`src/rtl/issue_scheduler.sv`:
```
// issue_scheduler: in-order issue control for the read/ALU/writeback pipe.
// Holds RAW-hazarded instructions and sequences drain/halt.
module issue_scheduler #(
  parameter int ADDR_W     = 5,
  parameter int OP_W       = 2,
  parameter int PEND_DEPTH = 3,
  parameter int CNT_W      = 16
) (
  input  logic              clk,
  input  logic              rst,
  input  logic              in_valid,
  output logic              in_ready,
  input  logic [OP_W-1:0]   in_op,
  input  logic [ADDR_W-1:0] in_src1,
  input  logic [ADDR_W-1:0] in_src2,
  input  logic [ADDR_W-1:0] in_dst,
  output logic              iss_valid,
  output logic [OP_W-1:0]   iss_op,
  output logic [ADDR_W-1:0] iss_src1,
  output logic [ADDR_W-1:0] iss_src2,
  output logic [ADDR_W-1:0] iss_dst,
  output logic              wb_valid,
  output logic [ADDR_W-1:0] wb_dst,
  input  logic              drain_req,
  output logic              halted,
  output logic [CNT_W-1:0]  issue_cnt,
  output logic [CNT_W-1:0]  stall_cnt
);

  typedef enum logic [1:0] {
    S_RUN,
    S_DRAIN,
    S_HALT
  } state_t;

  state_t r_state;
  state_t w_state_nxt;

  logic [PEND_DEPTH-1:0] r_sb_v;
  logic [ADDR_W-1:0]     r_sb_dst [PEND_DEPTH];

  logic              r_iss_valid;
  logic [OP_W-1:0]   r_iss_op;
  logic [ADDR_W-1:0] r_iss_src1;
  logic [ADDR_W-1:0] r_iss_src2;
  logic [ADDR_W-1:0] r_iss_dst;
  logic [CNT_W-1:0]  r_issue_cnt;
  logic [CNT_W-1:0]  r_stall_cnt;

  logic w_hazard;
  logic w_issue;
  logic w_stall;
  logic w_sb_empty;

  // The writeback slot still counts: its result is not yet readable.
  always_comb begin
    w_hazard = 1'b0;
    for (int k = 0; k < PEND_DEPTH; k++) begin
      if (r_sb_v[k] &&
          (r_sb_dst[k] == in_src1 ||
           r_sb_dst[k] == in_src2)) begin
        w_hazard = 1'b1;
      end
    end
  end

  assign w_sb_empty = ~|r_sb_v;

  assign in_ready = !rst &&
                    (r_state == S_RUN) &&
                    !drain_req &&
                    !w_hazard;

  assign w_issue = in_valid && in_ready;

  assign w_stall = (r_state == S_RUN) &&
                   in_valid &&
                   w_hazard;

  always_ff @(posedge clk or posedge rst) begin
    if (rst) begin
      r_sb_v <= '0;
      for (int k = 0; k < PEND_DEPTH; k++) begin
        r_sb_dst[k] <= '0;
      end
    end else begin
      r_sb_v[0]   <= w_issue;
      r_sb_dst[0] <= w_issue ? in_dst : '0;
      for (int k = 1; k < PEND_DEPTH; k++) begin
        r_sb_v[k]   <= r_sb_v[k-1];
        r_sb_dst[k] <= r_sb_dst[k-1];
      end
    end
  end

  always_ff @(posedge clk or posedge rst) begin
    if (rst) begin
      r_iss_valid <= 1'b0;
      r_iss_op    <= '0;
      r_iss_src1  <= '0;
      r_iss_src2  <= '0;
      r_iss_dst   <= '0;
    end else begin
      r_iss_valid <= w_issue;
      if (w_issue) begin
        r_iss_op   <= in_op;
        r_iss_src1 <= in_src1;
        r_iss_src2 <= in_src2;
        r_iss_dst  <= in_dst;
      end
    end
  end

  always_ff @(posedge clk or posedge rst) begin
    if (rst) begin
      r_state <= S_RUN;
    end else begin
      r_state <= w_state_nxt;
    end
  end

  // An empty scoreboard wins over a dropped request: the drain completes.
  always_comb begin
    w_state_nxt = r_state;
    unique case (r_state)
      S_RUN: begin
        if (drain_req) w_state_nxt = S_DRAIN;
      end
      S_DRAIN: begin
        if (w_sb_empty)      w_state_nxt = S_HALT;
        else if (!drain_req) w_state_nxt = S_RUN;
      end
      S_HALT: begin
        if (!drain_req) w_state_nxt = S_RUN;
      end
      default: w_state_nxt = S_RUN;
    endcase
  end

  always_ff @(posedge clk or posedge rst) begin
    if (rst) begin
      r_issue_cnt <= '0;
      r_stall_cnt <= '0;
    end else begin
      if (w_issue && (r_issue_cnt != '1)) begin
        r_issue_cnt <= r_issue_cnt + CNT_W'(1);
      end
      if (w_stall && (r_stall_cnt != '1)) begin
        r_stall_cnt <= r_stall_cnt + CNT_W'(1);
      end
    end
  end

  assign iss_valid = r_iss_valid;
  assign iss_op    = r_iss_op;
  assign iss_src1  = r_iss_src1;
  assign iss_src2  = r_iss_src2;
  assign iss_dst   = r_iss_dst;
  assign wb_valid  = r_sb_v[PEND_DEPTH-1];
  assign wb_dst    = r_sb_dst[PEND_DEPTH-1];
  assign halted    = (r_state == S_HALT);
  assign issue_cnt = r_issue_cnt;
  assign stall_cnt = r_stall_cnt;

endmodule

```
`config.mk`:
```
export PLATFORM = sky130hd
export DESIGN_NAME = issue_scheduler
export DESIGN_NICKNAME = d
export VERILOG_FILES = /design/src/rtl/issue_scheduler.sv
export SDC_FILE = /design/constraint.sdc
export NUM_CORES = 1
export LEC_CHECK = 0
export CAP_MARGIN = 20
export CORE_UTILIZATION = 50
export CTS_CLUSTER_SIZE = 10
export DETAILED_ROUTE_END_ITERATION = 12
export HOLD_SLACK_MARGIN = 0.03
export MAX_ROUTING_LAYER = met4
export PLACE_DENSITY = 0.9
export SLEW_MARGIN = 10
export SYNTH_ARGS = -nofsm -noshare
export SYNTH_HDL_FRONTEND = slang
export SYNTH_SLANG_ARGS = --single-unit
```
`constraint.sdc`:
```
create_clock -name clk -period 2.73 [get_ports clk]
set_input_delay 0.546 -clock clk [delete_from_list [all_inputs] [get_ports clk]]
set_output_delay 0.546 -clock clk [all_outputs]
set_load 0.02 [all_outputs]
```
==> results.md, run 1 <==
* DRT antenna net count at 0
* Pleak at roughly 2 nW
* Synth top area cells: dfrtp_1 (52%), xor2_1 (7.7%), xnor2_1 (7.5%), mux2_2 (7.2%), nand3_1 (2.3%)
* Nets at roughly 400
* Critical Path Start: in_src2[4]
* DR pass1 iterations at 4
* Crit path required time at about 2.2 ns
* Yosys top cell by area: dfrtp_1
* Initial antenna violation count at 0
* Max Fclk at just under 0.4 GHz
* Number of global-route vias before repair at between 2000 and 2500
* Largest fanout on the critical path at 3
* CTS sink count at 69
* Critical path arrival at slightly above 2 ns
* Synthesized area at around 3300 sq um
* Layout cells sized above 1 at between 10% and 20%
* Status: finished, final reports clean
* PD cells at 718.1 nW/um^2
* Synth unique cells at 35
* Drt initial violations at 116
* Yosys warns at 0
* CTS H-tree lvls at 3
* IO Count at 79
* Core Rows at 29
* Die width at 83.13 um
* Startpoint types: primary input
* # setup viols final at 0
* Cells after Synth at roughly 280
* Final worst-path cycle share at 94.59%
* First-pass GRT wire length at ~12000 um
* Initial Util at 51.82%
* Post-CTS Hold Buffers at 0
* GPL Wtd Cong at between 0.9 and 1
* Post-DR vias/cell at 5.339
* R2R Path Start: r_sb_dst[14]
* Ant. Diodes at 0
* FFs w/ async S/R, synth at 100.0%
* Worst setup margin at between 0.1 and 0.15 ns
* Crit path kind: in -> out
* RSZ-0062 raised after global routing: no
* Hold WC Path Type: reg -> reg
* Drt total wl at approximately 7100 um
* Clk slew on worst S/H paths at approximately 0.070 ns
* Commonest non-fill, non-tap cell in the layout: clkdlybuf4s50_1
* Port Buffer Count at 78
* Worst R2R Path Depth at 9
* Die area at between 6000 and 7000 sq um
* Cts bufs inserted at 9
* Seq cells post-synth at just under 70
* Final Max Slew Viols at 0
* Clock latency on the worst-skew pair at 0.33 ns
* Final hold vios at 0
* Pre-CTS setup slack at -0.4578 ns
* Area growth, synth to finish at 35.63%
* Total power at approximately 3.2 mW
* Most frequent cells in the layout: clkdlybuf4s50_1 (70), dfrtp_1 (69), xor2_1 (29)
* Crit. End Element: primary output
* Largest net degree at the start of global routing at 32
* Fin Clk Skew at between 0.009 and 0.01 ns
* Clk buf depth at 2
* Max-cap violation count at 0
* Max_slew headroom at a little over two thirds
* Vias at approximately 2400
* Synth top area share at 52.47%
* Layout fillers at between 400 and 500
* Fin crit period at 2.582 ns
* Grt ovf at 0
* Tot GR Track Use at roughly 23%
* Post-synth EDFFs at 0
* CTS Root Cell: clkbuf_8
* FF-to-FF End: iss_dst[0]
* Hpwl dp at approximately 5300 um
* Top FF cell, synth: dfrtp_1
* Die Height at approximately 83 um
* Worst Tran Pin Value at about 0.45 ns
* Critical Path Sink: in_ready
* Synth Area per Inst at 11.88 sq um
* CTS tree: built
* Residual DRC at 0
* Core footprint at 6350 sq um
* Max rail drop VDD at slightly above 0.0005 V
* Syn nets at 300
* Drt wl/cell at ~16 um
* Reg2Reg Setup Slack at roughly 0.37 ns
* Seq/Total Area, Yosys at between 50 and 60%
-- final cells by class --
class / count / area, sq um / area share [%]
clock buffers: 11 / 151.4 / 3.392
clock inverters: 5 / 58.81 / 1.318
inverters: 3 / 11.26 / 0.2523
multi-input cells: 191 / 1469 / 32.91
flip-flops and latches: 69 / 1727 / 38.69
well taps: 77 / 96.34 / 2.159
repair buffers: 98 / 949.7 / 21.28
-- cells in the mapped netlist, types with 7 or more instances --
master	count
and2_1	9
xor2_1	29
dfrtp_1	69
nor4_1	8
nor3_1	7
nor2_1	8
nand4_1	7
mux2_2	21
nand3_1	15
nand2_1	17
buf_4	7
xnor2_1	28
-- flip-flops by register name, indices dropped and copies added (netlist names) --
name	flops
issue_cnt	16
r_state	2
iss_src1	5
r_sb_dst	10
stall_cnt	16
iss_src2	5
iss_op	2
r_sb_v	3
wb_dst	5
iss_dst	5
-- kinds of logic after synthesis --
logic type      count (synthesis)  share of synthesized area, %
mux                            22                         7.529
compound gates                 18                         4.144
buf+inv                        17                         3.080
flops                          69                         52.47
xor+xnor                       57                         15.17
fa+ha+maj                       2                        0.7603
simple gates                   92                         16.84
-- what timing repair did --
item | 4_1_cts | 5_1_grt
pin swaps | 1 | 2
endpoints found under the setup margin | 1 | 1
resized for setup | 9 | 3
buffers inserted | 0 | 1
-- routing by layer --
metal | share of wire, % | wire length, um | vias to the layer above | GRT usage, %
met2 | 50 | 3535 | 64 | 35.10
met4 | 1.6 | 111 | 0 | 9.561
met5 | 0 | 0 | - | -
met3 | 3.2 | 224 | 11 | 3.877
met1 | 45 | 3217 | 1189 | 30.17
li1 | - | - | 1160 | -
-- per-stage QoR --
step	hold slack, ns	utilization [%]	TNS (ns)	cells	area [sq um]
2_1_floorplan	0.3861	-	0	277	3291
3_3_place_gp	0.4265	66.86	-1.899	437	4245
3_5_place_dp	0.4337	66.86	-5.962	437	4245
4_1_cts	0.4568	70.19	0	453	4457
5_1_grt	0.4614	70.29	0	454	4463
6_report	0.4450	70.29	0	454	4463
-- worst max-delay path, stage by stage --
cell             delay (ns)
clkdlybuf4s50_1        0.52
buf_4                  0.15
xnor2_1                0.11
nand4_1                0.10
o22ai_2                0.21
nor2_1                 0.07
and2_1                 0.16
buf_2                  0.16
-- how the worst min path moves through the flow --
stage               depth (start not counted)  slack, ns        end        start
floorplan                                   0       0.39  r_sb_v[2]    r_sb_v[1]
global placement                            0       0.43  wb_dst[3]  r_sb_dst[8]
detailed placement                          0       0.43  r_sb_v[2]    r_sb_v[1]
CTS                                         0       0.46  r_sb_v[2]    r_sb_v[1]
global route                                0       0.46  wb_dst[4]  r_sb_dst[9]
finish                                      0       0.44  r_sb_v[2]    r_sb_v[1]
-- power by group --
group / internal, mW / switching, mW
clock network: 0.472 / 0.384
logic: 0.521 / 0.470
registers: 1.21 / 0.147
total: 2.20 / 1.00
Note: power is estimated with default switching activity, not from simulation.
==> inputs of run 2 (changes only) <==
==> constraint.sdc (replaced) <==
create_clock -name clk -period 2.73 [get_ports clk]
set_input_delay 0.546 -clock clk [delete_from_list [all_inputs] [get_ports clk]]
set_output_delay 0.546 -clock clk [all_outputs]
set_load 0.05 [all_outputs]
==> run 2 against run 1 <==
Global-route usage is 0.83 points higher; flip-flop and latch count stayed put; via count is 1.9% higher; routed wire length is 5.9% higher; critical endpoint unchanged; largest power group is now combinational cells; highest routed layer unchanged.
==> results.md, run 2 (synthesized netlist as in run 1, its figures left out) <==
* Status: finished, final reports clean
* Max_slew headroom at between 60% and 70%
* CTS sink count at approximately 70
* Max Fclk at approximately 0.38 GHz
* Max-cap violation count at 0
* Crit-path leading delay family: buffers and inverters
* Largest net degree at the start of global routing at 37
* Drt initial violations at ~140
* FF-to-FF End: issue_cnt[15]
* R2R Path Start: r_state[1]
* Hold path depth at 0
* Fin crit period at approximately 2.6 ns
* Final hold vios at 0
* First-pass GRT wire length at approximately 13000 um
* Sequential Area at approximately 1700 sq um
* Vias at 2471
* Grt ovf at 0
* Multi-input logic area at 1475 sq um
* Placed Cells at 434
* GPL Wtd Cong at 0.8720
* Final worst-path cycle share at around 97%
* Die Height at around 83 um
* Area growth, synth to finish at 35.55%
* Crit path required time at between 2 and 2.5 ns
* Cts bufs inserted at 9
* Crit. End Element: primary output
* Final Max Slew Viols at 0
* Worst setup margin at approximately 0.085 ns
* Die width at roughly 83 um
* DRT antenna net count at 0
* Core footprint at 6350 sq um
* Post-CTS Hold Buffers at 0
* Die area at 6910 sq um
* Pre-CTS setup slack at -0.08559 ns
* Worst R2R Path Depth at 6
* Initial antenna violation count at 0
* Fin Clk Skew at ~0.0071 ns
* Critical path buffers and inverters at 3
* # setup viols final at 0
* Crit path kind: in -> out
* Crit path largest cell delay at 0.49 ns
* Clock latency on the worst-skew pair at 0.34 ns
* PD cells at 805.5 nW/um^2
* DP Area at about 4200 sq um
* Drt wl/cell at roughly 17 um
* CP cell instances: clkdlybuf4s50_1 -> buf_4 -> xnor2_1 -> nand2_1 -> o22ai_2 -> nor2_1 -> and2_1 -> buf_12
* Hpwl dp at 5184 um
* Startpoint types: primary input
* Drt total wl at 7507 um
* Slowest cell on the critical path: clkdlybuf4s50_1
* Fin cells at between 400 and 500
* Reg2Reg Setup Slack at ~0.55 ns
* CTS H-tree lvls at 3
* Nets at 392
* Port Buffer Count at 78
* Ant. Diodes at 0
* Critical path arrival at between 2 and 2.5 ns
* Most frequent cells in the layout: clkdlybuf4s50_1 (69), dfrtp_1 (69), xor2_1 (29)
* Initial Util at 51.82%
* Worst Tran Pin Value at ~0.53 ns
* Largest fanout on the critical path at 3
* Worst Hold End: wb_dst[2]
* Max rail drop VDD at 0.0005915 V
* Hold WC Path Type: reg -> reg
* Clk slew on worst S/H paths at 0.07 ns
* DR pass1 iterations at 7
* Number of global-route vias before repair at 2566
* Pleak at between 1.5 and 2 nW
* Layout fillers at 422
* RSZ-0062 raised after global routing: no
* Tot GR Track Use at 23.68%
* Final instance area at 4461 sq um
* HP Start: r_sb_dst[7]
* Post-DR vias/cell at approximately 5.5
* IO Count at 79
* Final core occ at 70.25%
* Clk buf depth at 2
* Core Rows at 29
* Residual DRC at 0
* CTS tree: built
* Layout cells sized above 1 at a little under a fifth
* CTS Root Cell: clkbuf_8
## run 2: worst max path at each step
stage	slack, ns	cells after the start	to	start
floorplan	0.39	7	in_ready	in_src1[3]
global placement	-0.07	8	in_ready	in_src1[0]
detailed placement	-0.09	8	in_ready	in_src1[4]
CTS	0.02	8	in_ready	in_src2[4]
global route	0.03	8	in_ready	in_src2[0]
finish	0.09	8	in_ready	in_src2[0]
## run 2: final cells by class
| cell class | instances | share of cell area (%) |
|---|---|---|
| Clock inverter | 4 | 1.066 |
| Sequential cell | 69 | 38.71 |
| Clock buffer | 11 | 3.394 |
| Timing Repair Buffer | 95 | 21.35 |
| Inverter | 3 | 0.2525 |
| Tap cell | 77 | 2.160 |
| Multi-Input combinational cell | 191 | 33.07 |
## run 2: metrics by stage
stage | hold WS [ns] | TNS, ns | power [mW]
floorplan | 0.3861 | 0 | 2.279
global placement | 0.4114 | -0.08222 | 2.756
detailed placement | 0.4143 | -0.1834 | 2.785
CTS | 0.4438 | 0 | 3.619
global route | 0.4602 | 0 | 3.751
finish | 0.4455 | 0 | 3.593
## run 2: repair_timing
action | in CTS | in global routing
gates resized for setup | 4 | 6
buffers inserted | 0 | 1
endpoints found under the setup margin | 1 | 1
pin swaps | 0 | 2
## run 2: power by group
part | leakage, nW | internal, mW | switching (mW)
logic | 0.949 | 0.520 | 0.890
clock network | 0.101 | 0.463 | 0.362
registers | 0.914 | 1.21 | 0.147
## run 2: layer usage
layer	vias to the layer above	global-route usage (%)	part of all wire, %
met5	-	-	0
met4	0	9.718	2.1
met3	14	4.274	4.1
met2	74	39.20	51
met1	1238	28.71	43
li1	1145	-	-
==> inputs of run 3 (changes only) <==
--- a/config.mk
+++ b/config.mk
@@ -5,8 +5,9 @@
 export SDC_FILE = /design/constraint.sdc
 export NUM_CORES = 1
 export LEC_CHECK = 0
+export ABC_AREA = 1
 export CAP_MARGIN = 20
-export CORE_UTILIZATION = 50
+export CORE_UTILIZATION = 51
 export CTS_CLUSTER_SIZE = 10
 export DETAILED_ROUTE_END_ITERATION = 12
 export HOLD_SLACK_MARGIN = 0.03
==> run 3 against run 2 <==
Flip-flop and latch count unchanged; sequential power barely moved; sequential share of layout area decreased by 3.0 points; clock skew grew 0.0023 ns; critical path type unchanged; synthesized cell count increased by 78%; global-route usage up 3.2 points; largest cell class unchanged.
==> results.md, run 3 <==
* Status: finished, final reports clean
* Worst Tran Pin Value at around 0.52 ns
* Fin Hold WS at approximately 0.4 ns
* Max Fclk at approximately 0.39 GHz
* Number of global-route vias before repair at 3417
* Fin cells at just under 700
* Max-cap violation count at 0
* Startpoint types: primary input
* Worst setup margin at around 0.13 ns
* Tot GR Track Use at a little over a quarter
* PD cells at between 700 and 800 nW/um^2
* DRT antenna net count at 0
* Yosys top cell by area: dfrtp_1
* CTS tree: built
* Crit. End Element: primary output
* Post-synth EDFFs at 0
* Clock latency on the worst-skew pair at 0.35 ns
* Drt initial violations at 139
* Multi-input logic area at 1710 sq um
* Area growth, synth to finish at 28.54%
* Seq/Total Area, Yosys at 45.91%
* Synth unique cells at 25
* First-pass GRT wire length at ~15000 um
* Core Rows at 30
* Residual DRC at 0
* Grt ovf at 0
* Slowest cell on the critical path: clkdlybuf4s50_1
* Clk slew on worst S/H paths at approximately 0.070 ns
* Clk buf depth at 2
* Crit path kind: in -> out
* Synthesized area at around 3800 sq um
* CTS H-tree lvls at 3
* CTS sink count at 69
* Postcts setup bufs at 0
* Count leader, synth: nand2_1
* Synth top area cells: dfrtp_1 (46%), nand2_1 (18%), nand3_1 (6.9%), inv_1 (5.2%), xor2_1 (4.4%)
* Critical path buffers and inverters at 3
* # setup viols final at 0
* Sequential Area at around 1700 sq um
* Top FF cell, synth: dfrtp_1
* Synth Area per Inst at roughly 7.6 sq um
* Hold WC Path Type: reg -> reg
* Fin crit period at approximately 2.6 ns
* Syn nets at between 500 and 600
* Post-DR vias/cell at between 5 and 6
* Final core occ at a little over two thirds
* Setup TNS Final at 0 ns
* Post-CTS Hold Buffers at 0
* Critical path arrival at slightly above 2 ns
* Die Height at a little under 90 um
* Drt total wl at around 9200 um
* Largest net degree at the start of global routing at 35
* Largest fanout on the critical path at 5
* Final worst-path cycle share at a little over nine tenths
* Max_slew headroom at about two thirds
* Pre-CTS setup slack at 0.1472 ns
* CP cell instances: clkdlybuf4s50_1 -> inv_2 -> nand2_1 -> nand2_1 -> nor2_1 -> nand3_1 -> nand2_1 -> nand2_1 -> nand3_2 -> nor2_4 -> buf_12
* Port Buffer Count at 78
* Die area at roughly 7700 sq um
* Crit path largest cell delay at 0.53 ns
* IO Count at about 80
* Synth top area share at 45.91%
* GPL Wtd Cong at 0.9351
* RSZ-0062 raised after global routing: no
* Crit path required time at approximately 2.2 ns
* Layout cells sized above 1 at around 6.6%
* DR pass1 iterations at 5
* Placed Cells at between 600 and 700
* Final hold vios at 0
* Yosys warns at 0
* FFs w/ async S/R, synth at 100.0%
* Max rail drop VDD at about 0.00037 V
* Synth top cells by count: nand2_1 (185), dfrtp_1 (69), inv_1 (52), nand3_1 (52), nor2_1 (31)
* Layout fillers at about 570
* Drt wl/cell at approximately 14 um
* Most frequent cells in the layout: nand2_1 (185), clkdlybuf4s50_1 (77), dfrtp_1 (69)
* Core footprint at 6944 sq um
* Commonest non-fill, non-tap cell in the layout: nand2_1
* Pleak at ~2.4 nW
* CTS Root Cell: clkbuf_8
* Crit-path leading delay family: buffers and inverters
* Seq cells post-synth at a little under 70
* Hpwl dp at 6790 um
* Ant. Diodes at 0
* Final Max Slew Viols at 0
* Top cell by count, worst path: nand2_1
* Initial antenna violation count at 0
* Initial Util at a little over half
* Nets at 598
* Vias at 3501
* Cells after Synth at slightly below 500
* Die width at a little under 90 um
* Cts bufs inserted at 9
* Fin Clk Skew at 0.009449 ns
run 3: changes by cell type after synthesis, moves of 9 or more:
cell and change:
and2_1 -9, inv_1 +49, mux2_2 -21, nand2_1 +168
nand3_1 +37, nand4_1 +17, nor2_1 +23, xnor2_1 -12
xor2_1 -10
run 3: logic make-up after synthesis:
logic type	Yosys count	share of synthesized area (%)
flops	69	45.91
xor+xnor	35	8.150
simple gates	312	36.16
compound gates	3	0.4991
fa+ha+maj	2	0.6652
buf+inv	71	8.616
run 3: area by class of cell:
| type | count | area share, % |
|---|---|---|
| multi-input combinational | 352 | 35.38 |
| tap | 96 | 2.484 |
| timing repair buffer | 90 | 18.48 |
| clock inverter | 6 | 0.9834 |
| sequential | 69 | 35.71 |
| clock buffer | 10 | 2.847 |
| inverter | 53 | 4.115 |
run 3: timing repair:
| action | CTS | global route |
|---|---|---|
| setup endpoints to repair | 0 | 1 |
| endpoints found under the hold margin | 0 | 0 |
| gates resized for setup | 0 | 1 |
run 3: report_power, final:
group,switching (mW),internal [mW],total [mW]
Combinational,0.894,0.435,1.33
Clock,0.407,0.360,0.768
Sequential,0.135,1.19,1.33
run 3: routing by layer:
metal,GRT usage (%),part of all wire [%],up-vias
met4,12.52,2.0,0
met3,4.241,5.9,18
met1,33.82,43,1640
met5,-,0,-
li1,-,-,1714
met2,42.64,49,129
run 3: final timing paths:
path / start / to / slack, ns / cells after the start
min in group asynchronous: rst / stall_cnt[9] / 0.51 / 2
worst min register to register: r_sb_dst[5] / wb_dst[0] / 0.41 / 0
worst min-delay path: r_sb_dst[5] / wb_dst[0] / 0.41 / 0
worst max register to register: stall_cnt[0] / stall_cnt[11] / 0.65 / 8
worst max-delay path: in_src2[2] / in_ready / 0.13 / 11
max in group asynchronous: rst / iss_dst[4] / 1.63 / 3
run 3: metrics by stage:
step / total power [mW] / cell area [sq um]
global placement: 2.651 / 4649
detailed placement: 2.684 / 4649
finish: 3.425 / 4835
floorplan: 2.203 / 3761
CTS: 3.455 / 4835
global route: 3.609 / 4835
